$ cat config.mk
export PLATFORM = sky130hd
export DESIGN_NAME = fusion_unit_acc
export DESIGN_NICKNAME = d
export VERILOG_FILES = /design/src/rtl/fusion_unit_acc.sv
export SDC_FILE = /design/constraint.sdc
export NUM_CORES = 1
export LEC_CHECK = 0
export BUFFER_PORTS_ARGS = -buffer_cell sky130_fd_sc_hd__buf_2
export CAP_MARGIN = 15
export CORE_UTILIZATION = 26
export CTS_BUF_LIST = sky130_fd_sc_hd__clkbuf_16
export CTS_CLUSTER_DIAMETER = 120
export DETAILED_ROUTE_END_ITERATION = 6
export GPL_TIMING_DRIVEN = 0
export HOLD_SLACK_MARGIN = 0.02
export SLEW_MARGIN = 20
export SYNTH_ARGS = -nofsm -noshare
export SYNTH_HDL_FRONTEND = slang
export SYNTH_SLANG_ARGS = --single-unit
$ cat constraint.sdc
create_clock -name clk -period 24.6 [get_ports clk]
set_clock_uncertainty 0.15 [all_clocks]
set_input_delay 4.92 -clock clk [delete_from_list [all_inputs] [get_ports clk]]
set_output_delay 4.92 -clock clk [all_outputs]
set_load 0.01 [all_outputs]
$ cat src/rtl/fusion_unit_acc.sv
// Bitbrick fusion dot-product unit with group accumulator.
// 16 2-bit bricks are fused into 1..16 lanes. Operand precision and signedness
// are set at runtime. Beats are accumulated into one result per group.
//
// state    | meaning
// ---------+---------------------------------------------------------------
// ST_IDLE  | no legal configuration loaded yet; input not accepted
// ST_RUN   | configured; beats accepted while the pipeline is not stalled
module fusion_unit_acc #(
  parameter int PSUM_W = 20,
  parameter int ACC_W  = 24,
  parameter int CNT_W  = 8
) (
  input  logic              clk,
  input  logic              reset,
  input  logic              cfg_we,
  input  logic [1:0]        cfg_mode_x,
  input  logic [1:0]        cfg_mode_y,
  input  logic              cfg_sign_x,
  input  logic              cfg_sign_y,
  input  logic [CNT_W-1:0]  cfg_len,
  output logic              cfg_err,
  input  logic              in_valid,
  output logic              in_ready,
  input  logic [31:0]       in_x,
  input  logic [31:0]       in_y,
  input  logic [PSUM_W-1:0] in_psum,
  output logic              out_valid,
  input  logic              out_ready,
  output logic [ACC_W-1:0]  out_sum,
  output logic              out_ovf,
  output logic              busy
);

  // A single beat sum is at most 2 * 255 * 255, or -2 * 255 * 128; 20 bits holds it.
  localparam int BEAT_W = 20;
  // The accumulate add runs one bit wider than both operands so overflow of the
  // ACC_W result can be judged from the true sum even when ACC_W < BEAT_W.
  localparam int SUM_W  = (ACC_W > BEAT_W) ? ACC_W : BEAT_W;

  typedef enum logic {ST_IDLE, ST_RUN} state_t;

  state_t             r_state, w_state_nxt;
  logic [1:0]         r_mode_x, r_mode_y;
  logic               r_sign_x, r_sign_y;
  logic [CNT_W-1:0]   r_len_m1;
  logic [CNT_W-1:0]   r_cnt;
  logic               r_cfg_err;

  logic               r_s1_vld, r_s1_first, r_s1_last;
  logic [PSUM_W-1:0]  r_s1_psum;
  logic signed [5:0]  r_prod [16];

  logic               r_s2_vld, r_s2_first, r_s2_last;
  logic [PSUM_W-1:0]  r_s2_psum;
  logic signed [SUM_W-1:0] r_s2_sum;

  logic signed [ACC_W-1:0] r_acc;
  logic               r_ovf;
  logic               r_out_valid;
  logic [ACC_W-1:0]   r_out_sum;
  logic               r_out_ovf;

  logic               w_en, w_in_fire, w_busy, w_first, w_last;
  logic               w_mode_bad, w_cfg_load, w_cfg_err;
  logic [2:0]         w_lp;
  logic [3:0]         w_mask_p;
  logic [1:0]         w_mask_x;
  logic signed [5:0]  w_prod [16];
  logic [3:0]         w_sh [16];
  logic signed [BEAT_W-1:0] w_tree;
  logic signed [SUM_W:0]    w_base, w_sum;
  logic [SUM_W-ACC_W+1:0]   w_top;
  logic               w_ovf, w_grp_ovf;

  assign w_en      = !(r_out_valid && !out_ready);
  assign in_ready  = w_en && (r_state == ST_RUN);
  assign w_in_fire = in_valid && in_ready;
  assign w_busy    = r_s1_vld || r_s2_vld || (r_cnt != '0) || r_out_valid;
  assign w_first   = (r_cnt == '0);
  assign w_last    = (r_cnt == r_len_m1);
  assign w_mode_bad = (cfg_mode_x == 2'b11) || (cfg_mode_y == 2'b11);

  assign busy      = w_busy;
  assign cfg_err   = r_cfg_err;
  assign out_valid = r_out_valid;
  assign out_sum   = r_out_sum;
  assign out_ovf   = r_out_ovf;

  // Next-state and config acceptance; a beat landing this cycle counts as busy.
  always_comb begin
    w_state_nxt = r_state;
    w_cfg_load  = 1'b0;
    w_cfg_err   = 1'b0;
    if (cfg_we) begin
      if (w_mode_bad || w_busy || w_in_fire) begin
        w_cfg_err = 1'b1;
      end else begin
        w_cfg_load  = 1'b1;
        w_state_nxt = ST_RUN;
      end
    end
  end

  // State register, configuration and error pulse.
  always_ff @(posedge clk or negedge reset) begin
    if (!reset) begin
      r_state   <= ST_IDLE;
      r_mode_x  <= '0;
      r_mode_y  <= '0;
      r_sign_x  <= 1'b0;
      r_sign_y  <= 1'b0;
      r_len_m1  <= '0;
      r_cfg_err <= 1'b0;
    end else begin
      r_state   <= w_state_nxt;
      r_cfg_err <= w_cfg_err;
      if (w_cfg_load) begin
        r_mode_x <= cfg_mode_x;
        r_mode_y <= cfg_mode_y;
        r_sign_x <= cfg_sign_x;
        r_sign_y <= cfg_sign_y;
        r_len_m1 <= (cfg_len == '0) ? '0 : cfg_len - 1'b1;
      end
    end
  end

  // Beat counter within a group; wraps after the last beat.
  always_ff @(posedge clk or negedge reset) begin
    if (!reset) begin
      r_cnt <= '0;
    end else if (w_in_fire) begin
      r_cnt <= w_last ? '0 : r_cnt + 1'b1;
    end
  end

  // Lane geometry: nx = 2^mode_x slices per x lane, ny = 2^mode_y per y lane.
  assign w_lp     = {1'b0, r_mode_x} + {1'b0, r_mode_y};
  assign w_mask_p = 4'((5'd1 << w_lp) - 5'd1);
  assign w_mask_x = 2'((3'd1 << r_mode_x) - 3'd1);

  for (genvar g = 0; g < 16; g++) begin : g_brick
    logic [3:0]        w_k, w_j;
    logic [1:0]        w_i, w_s;
    logic [5:0]        w_ix, w_iy;
    logic [1:0]        w_xs, w_ys;
    logic              w_xm, w_ym;
    logic signed [2:0] w_xo, w_yo;

    // Brick g belongs to lane k and covers x slice i, y slice s of that lane.
    assign w_k  = 4'(g) >> w_lp;
    assign w_j  = 4'(g) & w_mask_p;
    assign w_i  = w_j[1:0] & w_mask_x;
    assign w_s  = 2'(w_j >> r_mode_x);
    assign w_ix = ({2'b0, w_k} << ({1'b0, r_mode_x} + 3'd1)) + {3'b0, w_i, 1'b0};
    assign w_iy = ({2'b0, w_k} << ({1'b0, r_mode_y} + 3'd1)) + {3'b0, w_s, 1'b0};
    assign w_xs = 2'(in_x >> w_ix);
    assign w_ys = 2'(in_y >> w_iy);
    // Only the top slice of a signed lane is sign-extended.
    assign w_xm = r_sign_x && (w_i == w_mask_x);
    assign w_ym = r_sign_y && ({2'b0, w_s} == 4'((w_mask_p >> r_mode_x)));
    assign w_xo = {w_xm & w_xs[1], w_xs};
    assign w_yo = {w_ym & w_ys[1], w_ys};
    assign w_prod[g] = w_xo * w_yo;
    assign w_sh[g]   = {({1'b0, w_i} + {1'b0, w_s}), 1'b0};
  end

  // Shifted adder tree over the registered brick products.
  always_comb begin
    w_tree = '0;
    for (int g = 0; g < 16; g++) begin
      w_tree = w_tree + (BEAT_W'(r_prod[g]) <<< w_sh[g]);
    end
  end

  // S1: brick products plus group tags.
  always_ff @(posedge clk or negedge reset) begin
    if (!reset) begin
      r_s1_vld   <= 1'b0;
      r_s1_first <= 1'b0;
      r_s1_last  <= 1'b0;
      r_s1_psum  <= '0;
      for (int g = 0; g < 16; g++) r_prod[g] <= '0;
    end else if (w_en) begin
      r_s1_vld <= w_in_fire;
      if (w_in_fire) begin
        r_s1_first <= w_first;
        r_s1_last  <= w_last;
        r_s1_psum  <= in_psum;
        r_prod     <= w_prod;
      end
    end
  end

  // S2: beat sum, sign-extended to the accumulate width.
  always_ff @(posedge clk or negedge reset) begin
    if (!reset) begin
      r_s2_vld   <= 1'b0;
      r_s2_first <= 1'b0;
      r_s2_last  <= 1'b0;
      r_s2_psum  <= '0;
      r_s2_sum   <= '0;
    end else if (w_en) begin
      r_s2_vld <= r_s1_vld;
      if (r_s1_vld) begin
        r_s2_first <= r_s1_first;
        r_s2_last  <= r_s1_last;
        r_s2_psum  <= r_s1_psum;
        r_s2_sum   <= SUM_W'(w_tree);
      end
    end
  end

  assign w_base    = r_s2_first ? (SUM_W+1)'($signed(r_s2_psum)) : (SUM_W+1)'(r_acc);
  assign w_sum     = w_base + (SUM_W+1)'(r_s2_sum);
  assign w_top     = w_sum[SUM_W:ACC_W-1];
  assign w_ovf     = !((&w_top) || !(|w_top));
  assign w_grp_ovf = w_ovf || (!r_s2_first && r_ovf);

  // S3: accumulator with sticky group overflow.
  always_ff @(posedge clk or negedge reset) begin
    if (!reset) begin
      r_acc <= '0;
      r_ovf <= 1'b0;
    end else if (w_en && r_s2_vld) begin
      r_acc <= w_sum[ACC_W-1:0];
      r_ovf <= w_grp_ovf;
    end
  end

  // Result register; a new result may replace one being consumed this cycle.
  always_ff @(posedge clk or negedge reset) begin
    if (!reset) begin
      r_out_valid <= 1'b0;
      r_out_sum   <= '0;
      r_out_ovf   <= 1'b0;
    end else if (w_en && r_s2_vld && r_s2_last) begin
      r_out_valid <= 1'b1;
      r_out_sum   <= w_sum[ACC_W-1:0];
      r_out_ovf   <= w_grp_ovf;
    end else if (r_out_valid && out_ready) begin
      r_out_valid <= 1'b0;
    end
  end

endmodule
==> qor.yml <==
logic_synthesis:
  async_flop_share_pct: 100.0
  synth_seq_cells: 237
  synth_cell_type_count: 102
  ys_top_cells_by_area: "mux4_2 22%, fa_1 15%, dfrtp_1 13%"
  synth_area_per_cell_um2: 9.335
  muxShareOfSynthArea_pct: 30.30
  ys_warn_count: 0
  synth-edff-count: 0
  yosys.area_share.simple_pct: 14.47
  synth_top_area_share_pct: 21.64
  syn-cell-area_um2: 47260
  yosysTopAreaCell: "mux4_2"
  ys.flop_type: "dfrtp_1"
  synth_common_cells: "677 x nand2_1, 454 x mux4_2, 437 x inv_1, 374 x clkbuf_1, 347 x fa_1"
  synth-xor-area-share_pct: 3.646
  synthAdderAreaFrac_pct: 20.28
  seq_area_frac_synth_pct: 12.55
  syn_inst: 5062
  synth_compound_area_share_pct: 11.04
  yosysMostFrequentCell: "nand2_1"
  synth_nets: 5722
  synth_top_family_by_area: "multiplexers"
timing:
  relSlewSlack_pct: 16.51
  final.period_utilization_pct: 56.74
  rsz0062_at_grt: "no"
  setup_slack_ns: 10.64
  tightestPinTransition_ns: 1.243
  min_period_ns: 13.96
  setup_viol: 0
  final.setup.tns_ns: 0
  hold_viol: 0
  slew_viol_final: 0
  fmax_mhz: 71.64
critical_path:
  reg2reg_slack_ns: 10.64
  timing.rr.end: "r_s2_sum[18]"
  max_stage_delay_ns: 0.82
  rr_startpoint: "r_mode_x[1]"
  crit_arrival_ns: 14.25
  cp.required_ns: 24.90
  worstSetupEndpointType: "flip-flop"
  r2r_cells: 37
  path_class: "reg2reg"
  path_common_cell: "fa_1"
  crit_slowest_cell: "a31oi_1"
  start_kind: "flip-flop"
  startpoint: "r_mode_x[1]"
  path_max_fanout: 13
clock_network:
  clk_latency_ns: 0.58
  cts_tree: "yes"
  cts_buffers: 28
  clk_path_buf_depth: 3
  cts_sinks: 237
  post_cts_buffers: 0
  hold_buffers: 0
  path_clk_slew_ns: 0.07
  ctsResizeCount: 0
  root_buffer: "clkbuf_16"
  htree_levels: 1
flow_run:
  max-cap-violations: 0
worst_hold_path:
  hold_path_class: "reg2reg"
  hold_path_depth: 2
  min_from: "r_acc[5]"
  whs_endpoint: "r_acc[5]"
detailed_routing:
  ant_nets: 0
  drt-pass1-iter-count: 7
  drt_wl_total_um: 206500
  drt_iter0_drc: 6125
  viasPerCell: 5.738
  vias: 43721
  drc: 0
  wl_per_cell_um: 27.10
placed_design:
  place_ws_ns: 10.78
  post-dp-hpwl_um: 163300
  port_buffers: 119
  gp_congestion: 1.011
layout:
  drive_gt1_share_pct: 16.96
  fill_cells: 18989
  syn2layout_area_growth_pct: 9.987
  nets: 5879
floorplan:
  std_cell_rows: 156
  io_pins: 132
  die_area_um2: 183500
  start_util_pct: 26.17
  die_w_um: 428.3
  core_area_um2: 180500
  dieHeight_um: 428.3
outcome:
  run_status: "completed"
global_route:
  grt_pass1_vias: 42917
  antenna_found_initial: 8
  track_usage_pct: 21.81
  overflow: 0
  grt_pass1_wl_um: 300600
  grt_max_degree: 98
-- layout by cell type (no fill, tap or decap), drive strengths merged, types with 19 or more instances in the layout --
cell    count
a31oi      67
and2       58
mux2i     280
o21ai     199
and3       31
a211oi     70
ha        210
xor2       45
or2        20
nand3      99
a21oi     214
nor2b      62
a21o       32
mux2      109
nand2b     63
inv       446
nor3       70
buf       232
nand2     681
dfrtp     237
o211ai     19
fa        347
mux4      456
nor2      293
clkbuf    403
xnor2     150
o22ai      43
o31ai      24
nor4       19
-- worst max path at each step --
stage,endpoint,slack [ns],depth (start not counted)
after floorplan,in_ready,14.19,2
after detailed placement,r_s2_sum[18],10.78,39
final,r_s2_sum[18],10.64,37
after CTS,r_s2_sum[18],10.74,39
after global routing,r_s2_sum[18],10.22,40
after global placement,r_s2_sum[18],10.67,34
-- area by class of cell --
cell class / count / area (um2) / area share, %
sequential: 237 / 5931 / 11.41
clock inverter: 24 / 231.5 / 0.4454
inverter: 445 / 1670 / 3.214
tap: 2370 / 2965 / 5.705
buffer: 480 / 1976 / 3.801
clock buffer: 28 / 700.7 / 1.348
timing repair buffer: 127 / 752.0 / 1.447
antenna: 9 / 22.52 / 0.04333
multi-input combinational: 3900 / 37730 / 72.59
-- critical path, delay by kind of cell, from the launching register on --
family | cells | cell delay, ns
fa+ha+maj | 10 | 5.22
buf+inv | 12 | 4.00
compound gates | 9 | 2.62
simple gates | 5 | 1.22
flops | 1 | 0.39
xor+xnor | 1 | 0.17
-- flip-flops by register name, summed over array words and instances, names as in the netlist, 2 cells and up --
signal     cells
out_sum       24
r_mode_x       2
r_len_m1       8
r_mode_y       2
r_prod        96
r_acc         24
r_cnt          8
r_s1_psum     20
r_s2_sum      20
r_s2_psum     20
-- cells by family (layout without fill, tap and decap cells) --
kind of cell    count (synthesis)  after routing
simple gates                 1476           1476
fa+ha+maj                     558            558
buf+inv                       925           1104
mux                           845            845
compound gates                826            826
other cells                     0              9
xor+xnor                      195            195
flops                         237            237
-- through the flow --
step / area (um2) / utilization (%) / std cells / hold slack, ns
floorplan: 47260 / - / 5062 / 0.2903
global placement: 50820 / 28.15 / 7551 / 0.3054
detailed placement: 51000 / 28.25 / 7558 / 0.3088
CTS: 51930 / 28.76 / 7610 / 0.3250
global route: 51950 / 28.78 / 7612 / 0.3382
finish: 51970 / 28.79 / 7620 / 0.3187
-- per-layer routing --
layer  routed length, um  global-route usage (%)  vias up  part of all wire, %
met3               25130                   5.879      576                   12
met4               11470                   9.653        4                  5.6
met2               88100                   32.78     3143                   43
met5                  22                       0        -                0.011
met1               81760                   29.20    21666                   40
li1                    -                       -    18332                    -
Power is not shown: default switching activity piles up to over one toggle a cycle in this logic, so the estimate is an artifact.
